## src/rtl/dot_product_pkg.sv

```systemverilog
// Shared defaults and width helpers for the streaming dot-product accumulator.
package dot_product_pkg;
  localparam int N_DEF       = 8;
  localparam int MAX_LEN_DEF = 4;

  function automatic int acc_width(input int n, input int len);
    return 2*n + $clog2(len);
  endfunction

  function automatic int cnt_width(input int len);
    return $clog2(len) + 1;
  endfunction
endpackage

```

## src/rtl/dot_product_acc_if.sv

```systemverilog
// Operand stream in, result stream out; slave is the accumulator, master the producer/consumer.
interface dot_product_acc_if import dot_product_pkg::*; #(
  parameter int N     = N_DEF,
  parameter int ACC_W = acc_width(N_DEF, MAX_LEN_DEF),
  parameter int CW    = cnt_width(MAX_LEN_DEF)
);
  logic             in_valid;
  logic             in_ready;
  logic [N-1:0]     in_a;
  logic [N-1:0]     in_b;
  logic             in_last;
  logic             out_valid;
  logic             out_ready;
  logic [ACC_W-1:0] out_sum;
  logic [CW-1:0]    out_count;
  logic             out_ovf;

  modport master (output in_valid, in_a, in_b, in_last, out_ready,
                  input  in_ready, out_valid, out_sum, out_count, out_ovf);
  modport slave  (input  in_valid, in_a, in_b, in_last, out_ready,
                  output in_ready, out_valid, out_sum, out_count, out_ovf);
endinterface

```

## src/rtl/multiplier.sv

```systemverilog
// Combinational unsigned array multiplier: p = a * b built from shifted partial products.
module multiplier #(
  parameter int N = 8
) (
  input  logic [N-1:0]   a,
  input  logic [N-1:0]   b,
  output logic [2*N-1:0] p
);
  always_comb begin
    p = '0;
    for (int i = 0; i < N; i++)
      if (b[i]) p = p + ((2*N)'(a) << i);
  end
endmodule

```

## src/rtl/dot_product_acc.sv

```systemverilog
// Streaming dot-product: one registered product stage feeding an accumulator that
// emits sum/count/overflow when the element flagged last drains.
module dot_product_acc import dot_product_pkg::*; #(
  parameter int N       = N_DEF,
  parameter int MAX_LEN = MAX_LEN_DEF,
  parameter int ACC_W   = acc_width(N, MAX_LEN),
  parameter int CW      = cnt_width(MAX_LEN)
) (
  input logic               clk,
  input logic               rst_n,
  dot_product_acc_if.slave  bus
);
  logic [2*N-1:0]   mul_p;
  logic [2*N-1:0]   prod;
  logic             prod_last;
  logic             prod_valid;
  logic [ACC_W-1:0] acc;
  logic [CW-1:0]    cnt;
  logic             out_valid;
  logic [ACC_W-1:0] out_sum;
  logic [CW-1:0]    out_count;
  logic             out_ovf;

  logic             acc_take;
  logic             in_fire;
  logic [ACC_W-1:0] acc_sum;
  logic [CW:0]      cnt_p1;
  logic [CW-1:0]    cnt_sat;

  multiplier #(.N(N)) u_mul (.a(bus.in_a), .b(bus.in_b), .p(mul_p));

  // Only a second 'last' stalls: it has nowhere to go while a result waits.
  assign acc_take = prod_valid && !(prod_last && out_valid && !bus.out_ready);
  assign in_fire  = bus.in_valid && bus.in_ready;
  assign acc_sum  = acc + ACC_W'(prod);
  assign cnt_p1   = {1'b0, cnt} + (CW+1)'(1);
  assign cnt_sat  = cnt_p1[CW] ? {CW{1'b1}} : cnt_p1[CW-1:0];

  assign bus.in_ready  = !prod_valid || acc_take;
  assign bus.out_valid = out_valid;
  assign bus.out_sum   = out_sum;
  assign bus.out_count = out_count;
  assign bus.out_ovf   = out_ovf;

  always_ff @(posedge clk or negedge rst_n) begin
    if (!rst_n) begin
      prod       <= '0;
      prod_last  <= 1'b0;
      prod_valid <= 1'b0;
    end else if (in_fire) begin
      prod       <= mul_p;
      prod_last  <= bus.in_last;
      prod_valid <= 1'b1;
    end else if (acc_take) begin
      prod_valid <= 1'b0;
    end
  end

  always_ff @(posedge clk or negedge rst_n) begin
    if (!rst_n) begin
      acc       <= '0;
      cnt       <= '0;
      out_valid <= 1'b0;
      out_sum   <= '0;
      out_count <= '0;
      out_ovf   <= 1'b0;
    end else begin
      if (acc_take && !prod_last) begin
        acc <= acc_sum;
        cnt <= cnt_sat;
      end
      // A fresh result load wins over the consumer draining the old one.
      if (acc_take && prod_last) begin
        out_sum   <= acc_sum;
        out_count <= cnt_sat;
        out_ovf   <= cnt_p1 > (CW+1)'(MAX_LEN);
        out_valid <= 1'b1;
        acc       <= '0;
        cnt       <= '0;
      end else if (out_valid && bus.out_ready) begin
        out_valid <= 1'b0;
      end
    end
  end
endmodule

```

## src/flat_wrapper.sv

```systemverilog
// flat-port wrapper written by rule: the top's interface ports become plain ports
module dot_product_acc_flat import dot_product_pkg::*;
#(
  parameter int N       = N_DEF,
  parameter int MAX_LEN = MAX_LEN_DEF,
  parameter int ACC_W   = acc_width(N, MAX_LEN),
  parameter int CW      = cnt_width(MAX_LEN)
)
  (clk, rst_n, bus_in_valid, bus_in_a, bus_in_b, bus_in_last, bus_out_ready, bus_in_ready, bus_out_valid, bus_out_sum, bus_out_count, bus_out_ovf);
  dot_product_acc_if #(.N(N), .ACC_W(ACC_W), .CW(CW)) bus_i ();
  input logic clk;
  input logic rst_n;
  input wire logic [$bits(bus_i.in_valid)-1:0] bus_in_valid;
  input wire logic [$bits(bus_i.in_a)-1:0] bus_in_a;
  input wire logic [$bits(bus_i.in_b)-1:0] bus_in_b;
  input wire logic [$bits(bus_i.in_last)-1:0] bus_in_last;
  input wire logic [$bits(bus_i.out_ready)-1:0] bus_out_ready;
  output wire logic [$bits(bus_i.in_ready)-1:0] bus_in_ready;
  output wire logic [$bits(bus_i.out_valid)-1:0] bus_out_valid;
  output wire logic [$bits(bus_i.out_sum)-1:0] bus_out_sum;
  output wire logic [$bits(bus_i.out_count)-1:0] bus_out_count;
  output wire logic [$bits(bus_i.out_ovf)-1:0] bus_out_ovf;
  assign bus_i.in_valid = bus_in_valid;
  assign bus_i.in_a = bus_in_a;
  assign bus_i.in_b = bus_in_b;
  assign bus_i.in_last = bus_in_last;
  assign bus_i.out_ready = bus_out_ready;
  assign bus_in_ready = bus_i.in_ready;
  assign bus_out_valid = bus_i.out_valid;
  assign bus_out_sum = bus_i.out_sum;
  assign bus_out_count = bus_i.out_count;
  assign bus_out_ovf = bus_i.out_ovf;
  dot_product_acc #(.N(N), .MAX_LEN(MAX_LEN), .ACC_W(ACC_W), .CW(CW)) u_core (.clk(clk), .rst_n(rst_n), .bus(bus_i));
endmodule
```

## config.mk

```make
export PLATFORM = sky130hd
export DESIGN_NAME = dot_product_acc_flat
export DESIGN_NICKNAME = d
export VERILOG_FILES = /design/src/rtl/dot_product_pkg.sv /design/src/rtl/dot_product_acc_if.sv /design/src/rtl/multiplier.sv /design/src/rtl/dot_product_acc.sv /design/src/flat_wrapper.sv
export SDC_FILE = /design/constraint.sdc
export NUM_CORES = 1
export LEC_CHECK = 0
export ABC_CLOCK_PERIOD_IN_PS = 2100
export CAP_MARGIN = 20
export CORE_ASPECT_RATIO = 1.75
export CORE_MARGIN = 2
export CORE_UTILIZATION = 25
export DETAILED_ROUTE_END_ITERATION = 16
export MAX_ROUTING_LAYER = met4
export PLACE_DENSITY = 0.52
export SLEW_MARGIN = 25
export SYNTH_ARGS = -nofsm -noshare
export SYNTH_HDL_FRONTEND = slang
export SYNTH_HIERARCHICAL = 1
export SYNTH_SLANG_ARGS = --single-unit
```

## constraint.sdc

```tcl
create_clock -name clk -period 2.1 [get_ports clk]
set_input_delay 0.63 -clock clk [delete_from_list [all_inputs] [get_ports clk]]
set_output_delay 0.63 -clock clk [all_outputs]
set_load 0.01 [all_outputs]
```

Yosys cells after proc, flatten, opt, wreduce, memory -nomap -nowiden --
Cells that the tools add are included. W data, S select, Z words.
Storage, ports and cells: bits in registers 62, latch bits 0, RAM bits 0, ROM bits 0, input bits 21, output and inout bits 24, word-level logic and storage cells 51, memories kept 0
Operators by class: $add $sub $neg 9, multiply operators 0, div/mod/pow operators 0, $lt $le $gt $ge 1, eq/ne operators 0, shift-type cells 0, multiplexer cells 17, bitwise gates (word level) 0, reduce and logical (&&, ||, !) cells 15
Operators with widths (count):
- $mux W16 | 7
- $mux W18 | 2
- $add A18 B16 Y18 | 1
- $add A16 B10 Y16 | 1
- $add A16 B11 Y16 | 1
- $add A16 B12 Y16 | 1
- $add A16 B13 Y16 | 1
- $add A16 B14 Y16 | 1
- $add A16 B15 Y16 | 1
- $add A16 B9 Y16 | 1
- $mux W3 | 3
- $mux W8 | 1
- $logic_and A1 B1 Y1 | 7
- $reduce_bool A2 Y1 | 3
- $add A3 B1 Y4 const B | 1
- $gt A4 B3 Y1 const B | 1
- $logic_not A1 Y1 | 4
- $mux W1 | 4
- $logic_or A1 B1 Y1 | 1

Depth between registers and ports, before layout --
depth after elaboration 15, depth in mapped cells 48, gate-level depth less buffers 48

Modules after synthesis --
The synthesis kept the hierarchy.
Modules (own cells, without submodules):
- multiplier | instances 1, cells an instance 444, area an instance 3326.9 µm², sequential area each 0.0 µm²
- dot_product_acc | instances 1, cells an instance 318, area an instance 3314.4 µm², sequential area each 1551.5 µm²

Worst setup path after synthesis --
OpenSTA, ideal clock, no wires.
kind input -> register, start point input bus_in_b[0], end point register u_core.prod[14], setup time 0.125 ns, arrival 8.674 ns, required time 1.975 ns, path slack -6.699 ns, stages on the path 44, path buffers 0, path through and2_1 ha_1 inv_1 fa_1 nor2b_1 o22ai_2 and3_1 o31a_1 ha_1 nand2_1 o21ai_1 a2111oi_0 a41o_1 a2111oi_2 inv_1 ha_1 o211ai_1 a21oi_1 (+8 left out) ha_1 nand2_1 a21oi_1 nor2_1 xnor2_1 mux2i_1 inv_1 ha_1 a21o_1 a31oi_1 xnor2_1 mux2_2 ha_1 or2_2 a31oi_1 xnor2_1 mux2_2 mux2_2
Between the ends: cells in the longest elaborated chain, start to end 15
RTL lines:
- start: declaration | line flat_wrapper.sv:15 | input wire logic [$bits(bus_i.in_b)-1:0] bus_in_b;
- $mux W8 (*) | line multiplier.sv:12 | if (b[i]) p = p + ((2*N)'(a) << i);
- $add A16 B9 Y16 | line multiplier.sv:12
- $mux W16 (*) | line multiplier.sv:12
- $add A16 B10 Y16 | line multiplier.sv:12
- $mux W16 (*) | line multiplier.sv:12
- $add A16 B11 Y16 | line multiplier.sv:12
- $mux W16 (*) | line multiplier.sv:12
- $add A16 B12 Y16 | line multiplier.sv:12
- $mux W16 (*) | line multiplier.sv:12
- $add A16 B13 Y16 | line multiplier.sv:12
- $mux W16 (*) | line multiplier.sv:12
- $add A16 B14 Y16 | line multiplier.sv:12
- $mux W16 (*) | line multiplier.sv:12
- $add A16 B15 Y16 | line multiplier.sv:12
- $mux W16 (*) | line multiplier.sv:12
- via u_core.mul_p[14] | line dot_product_acc.sv:13 | logic [2*N-1:0] mul_p;
- end signal: assignment | line dot_product_acc.sv:51 | prod <= mul_p;
- end: declaration | line dot_product_acc.sv:14 | logic [2*N-1:0] prod;
Mark *: on every way through the listed nets, which the timed path passes. The rest lies on a longest branch. A chain may end at the register's enable or synchronous reset.

Worst setup path after layout --
Ends and elaborated chain as after synthesis.

==> impl_metrics.csv <==
group,metric,value,unit
timing,period_minus_slack,8.36,ns
global_routing,grt_pass1_wl,35.5,mm
final_layout,final_cells,1406,
die,rows,79,
clock_tree,holdBufCountCts,0,
clock_tree,cts.sinks,62,
synthesis,yosysWarningCount,6,
routing,drt_iter0_drc,170,
synthesis,synth_edf_count,0,
global_routing,track_usage,16.2,%
setup_path,critPathMostFrequentCell,"ha_4",
clock_tree,cts_root_buf,"clkbuf_16",
clock_tree,clk_pin_slew,0.05,ns
final_layout,mostFrequentLayoutCells,"buf_4 (261), nand2_1 (70), dfrtp_1 (62)",
routing,totalWireLength,22.4,mm
placed_design,placed_area,9170,um^2
pwr,power_density,1280,nW/um^2
final_layout,fin_nets,1185,
timing,rsz0062_at_grt,"true",
routing,drcViolationCount,0,
setup_path,critPathKind,"primary input to flop",
setup_path,crit_path_end_kind,"flop",
clock_tree,cts_buffers,9,
synthesis,syn_area,6640,um^2
synthesis,syn_avg_cell_area,8.72,um^2
timing,worst_slack,-6.26,ns
placed_design,io_buffers,44,
timing,setup_viol,21,
final_layout,antenna_cells,0,
setup_path,required,2.31,ns
synthesis,synth_cell_type_count,81,
die,die_area,27900,um^2
clock_tree,cts_tree,"built",
clock_tree,htree_levels,3,
placed_design,dp_hpwl,16.6,mm
timing,slew_viol_final,0,
synthesis,synth_seq_cells,62,
final_layout,layout_commonest_cell,"buf_4",
timing,worst_pin_slew,0.656,ns
routing,vias_per_cell,4.95,
global_routing,grt_pass1_vias,7234,
flow_run,max_cap_violations,0,
clock_tree,cts_buffer_depth,2,
timing,min_period_over_period,398,%
routing,drtPass1Iterations,4,
routing,final_antenna_net_count,0,
routing,wire_per_inst,15.9,um
timing,slew_headroom,56.0,%
final_layout,fillers,2519,
global_routing,grt.overflow.total,0,
setup_path,startpoint_type,"primary input",
setup_path,max_stage_delay,0.36,ns
die,start_util,25.2,%
pwr,max-vdd-ir-drop,0.839,mV
hold_path,hp-class,"primary input to asynchronous set/reset pin",
synthesis,syn_inst,762,
outcome,status,"finished, violations left",
die,core_area,26400,um^2
outcome,failed_checks,"setup timing",
timing,hold_viol_final,0,
synthesis,synth_nets,870,
clock_tree,insertion_delay,0.33,ns
die,chipHeight,220,um
setup_path,slowest_stage,"fa_2",
placed_design,gp_congestion,0.853,
die,ios,45,
timing,clock.fmax,0.120,GHz
synthesis,ys.flop_type,"dfrtp_1",
synthesis,seq_area_frac_synth,23.4,%
final_layout,synthToLayoutAreaGrowth,71.9,%
synthesis,async_flop_share,100,%
setup_path,crit_fanout,3,
final_layout,drive_gt1_share,53.1,%
timing,skew,0.00630,ns
global_routing,antenna_found_initial,0,
placed_design,place_inst,1308,
final_layout,fin_area,11400,um^2
die,die_x,127,um
setup_path,cp.arrival,8.58,ns
final_layout,multiInputGateArea,6380,um^2
routing,vias,6964,
final_layout,seq_area,1550,um^2
pwr,p_leak,5.15,nW
global_routing,grt_start_max_net_pins,63,
setup_path,rrSetupSlack,-0.16,ns
==> Yosys cell counts (18+ instances only) <==
cell      count  area [um^2]
ha_1         79          988
nand2_1      78          293
dfrtp_1      62         1550
a21oi_1      54          270
o21ai_0      49          245
mux2_2       39          439
nor2_1       39          146
inv_1        34          128
xnor2_1      29          254
a21o_1       27          203
clkbuf_1     18         67.6
nor2b_1      18          113
o21a_1       18          135
==> cell type report <==
| type | instances | area share, % |
|---|---|---|
| multi-input combinational | 640 | 55.9 |
| tap | 324 | 3.55 |
| clock buffer | 10 | 2.09 |
| timing repair buffer | 328 | 23.3 |
| sequential | 62 | 13.6 |
| inverter | 36 | 1.22 |
| clock inverter | 6 | 0.406 |
==> where the power goes <==
group	leakage, nW	switching [mW]	total (mW)	internal (mW)
Combinational	4.25	5.02	11.2	6.21
Clock	0.135	0.555	1.39	0.835
Sequential	0.771	0.364	2.04	1.68
Total	5.15	5.93	14.7	8.72
==> final timing paths <==
| path | from | end | cells past startpoint |
|---|---|---|---|
| worst max-delay path | bus_in_b[0] | u_core/prod[14]$_DFFE_PN0P_ | 47 |
| worst min-delay path | rst_n | u_core/prod[14]$_DFFE_PN0P_ | 2 |
| worst max register to register | u_core/prod[0]$_DFFE_PN0P_ | u_core/bus.out_sum[14]$_DFFE_PN0P_ | 9 |
| worst min register to register | u_core/bus.out_sum[0]$_DFFE_PN0P_ | u_core/bus.out_sum[0]$_DFFE_PN0P_ | 2 |
| max in group asynchronous | rst_n | u_core/acc[14]$_DFFE_PN0P_ | 2 |
| min in group clk | u_core/bus.out_sum[0]$_DFFE_PN0P_ | u_core/bus.out_sum[0]$_DFFE_PN0P_ | 2 |
==> metal layers <==
layer,vias to the layer above,share of wire [%],global-route usage (%)
li1,3438,-,-
met1,3328,37,15.8
met2,129,56,31.9
met3,69,2.0,1.24
met4,0,4.8,7.73
met5,-,0,-
==> kinds of logic after synthesis <==
| logic type | after synthesis | synth area share [%] |
|---|---|---|
| adders and majority gates | 87 | 17.3 |
| AOI/OAI and AO/OA | 256 | 26.8 |
| buffers and inverters | 60 | 3.58 |
| and+or+nand+nor | 208 | 15.6 |
| xor gates and xnor gates | 44 | 5.80 |
| muxes | 45 | 7.52 |
| DFF | 62 | 23.4 |
==> flip-flops by register name, indices dropped and copies added, names as in the netlist <==
register and count:
u_core/acc 18, u_core/bus.out_sum 18, u_core/prod 16, u_core/bus.out_count 3
u_core/cnt 3, u_core/bus.out_ovf 1, u_core/bus.out_valid 1, u_core/prod_last 1
u_core/prod_valid 1
==> per-stage QoR <==
step	setup TNS, ns	setup WS, ns	utilization, %	hold slack, ns	power, mW
2_1_floorplan	-60.89	-6.28	-	0.334	6.89
3_3_place_gp	-79.09	-7.33	34.7	0.456	9.90
3_5_place_dp	-80.17	-7.40	34.7	0.461	9.98
4_1_cts	-62.35	-6.25	40.1	0.317	13.2
5_1_grt	-66.42	-6.52	43.3	0.332	15.7
6_report	-62.25	-6.26	43.3	0.290	14.7
==> worst max-delay path: cells and delay by family <==
| family | cells | cell delay [ns] |
|---|---|---|
| adder cells (fa/ha/maj) | 8 | 2.08 |
| buffers and inverters | 5 | 0.41 |
| multiplexers | 4 | 1.03 |
| AO/OA/AOI/OAI | 17 | 2.95 |
| AND/OR/NAND/NOR | 10 | 1.14 |
| XOR/XNOR | 3 | 0.31 |
==> repair_timing <==
action,in CTS,in global routing
setup buffers,61,26
endpoints found under the setup margin,36,41
gates resized for setup,169,125
pin swaps,109,87
Power figures use the tool's default switching activity.
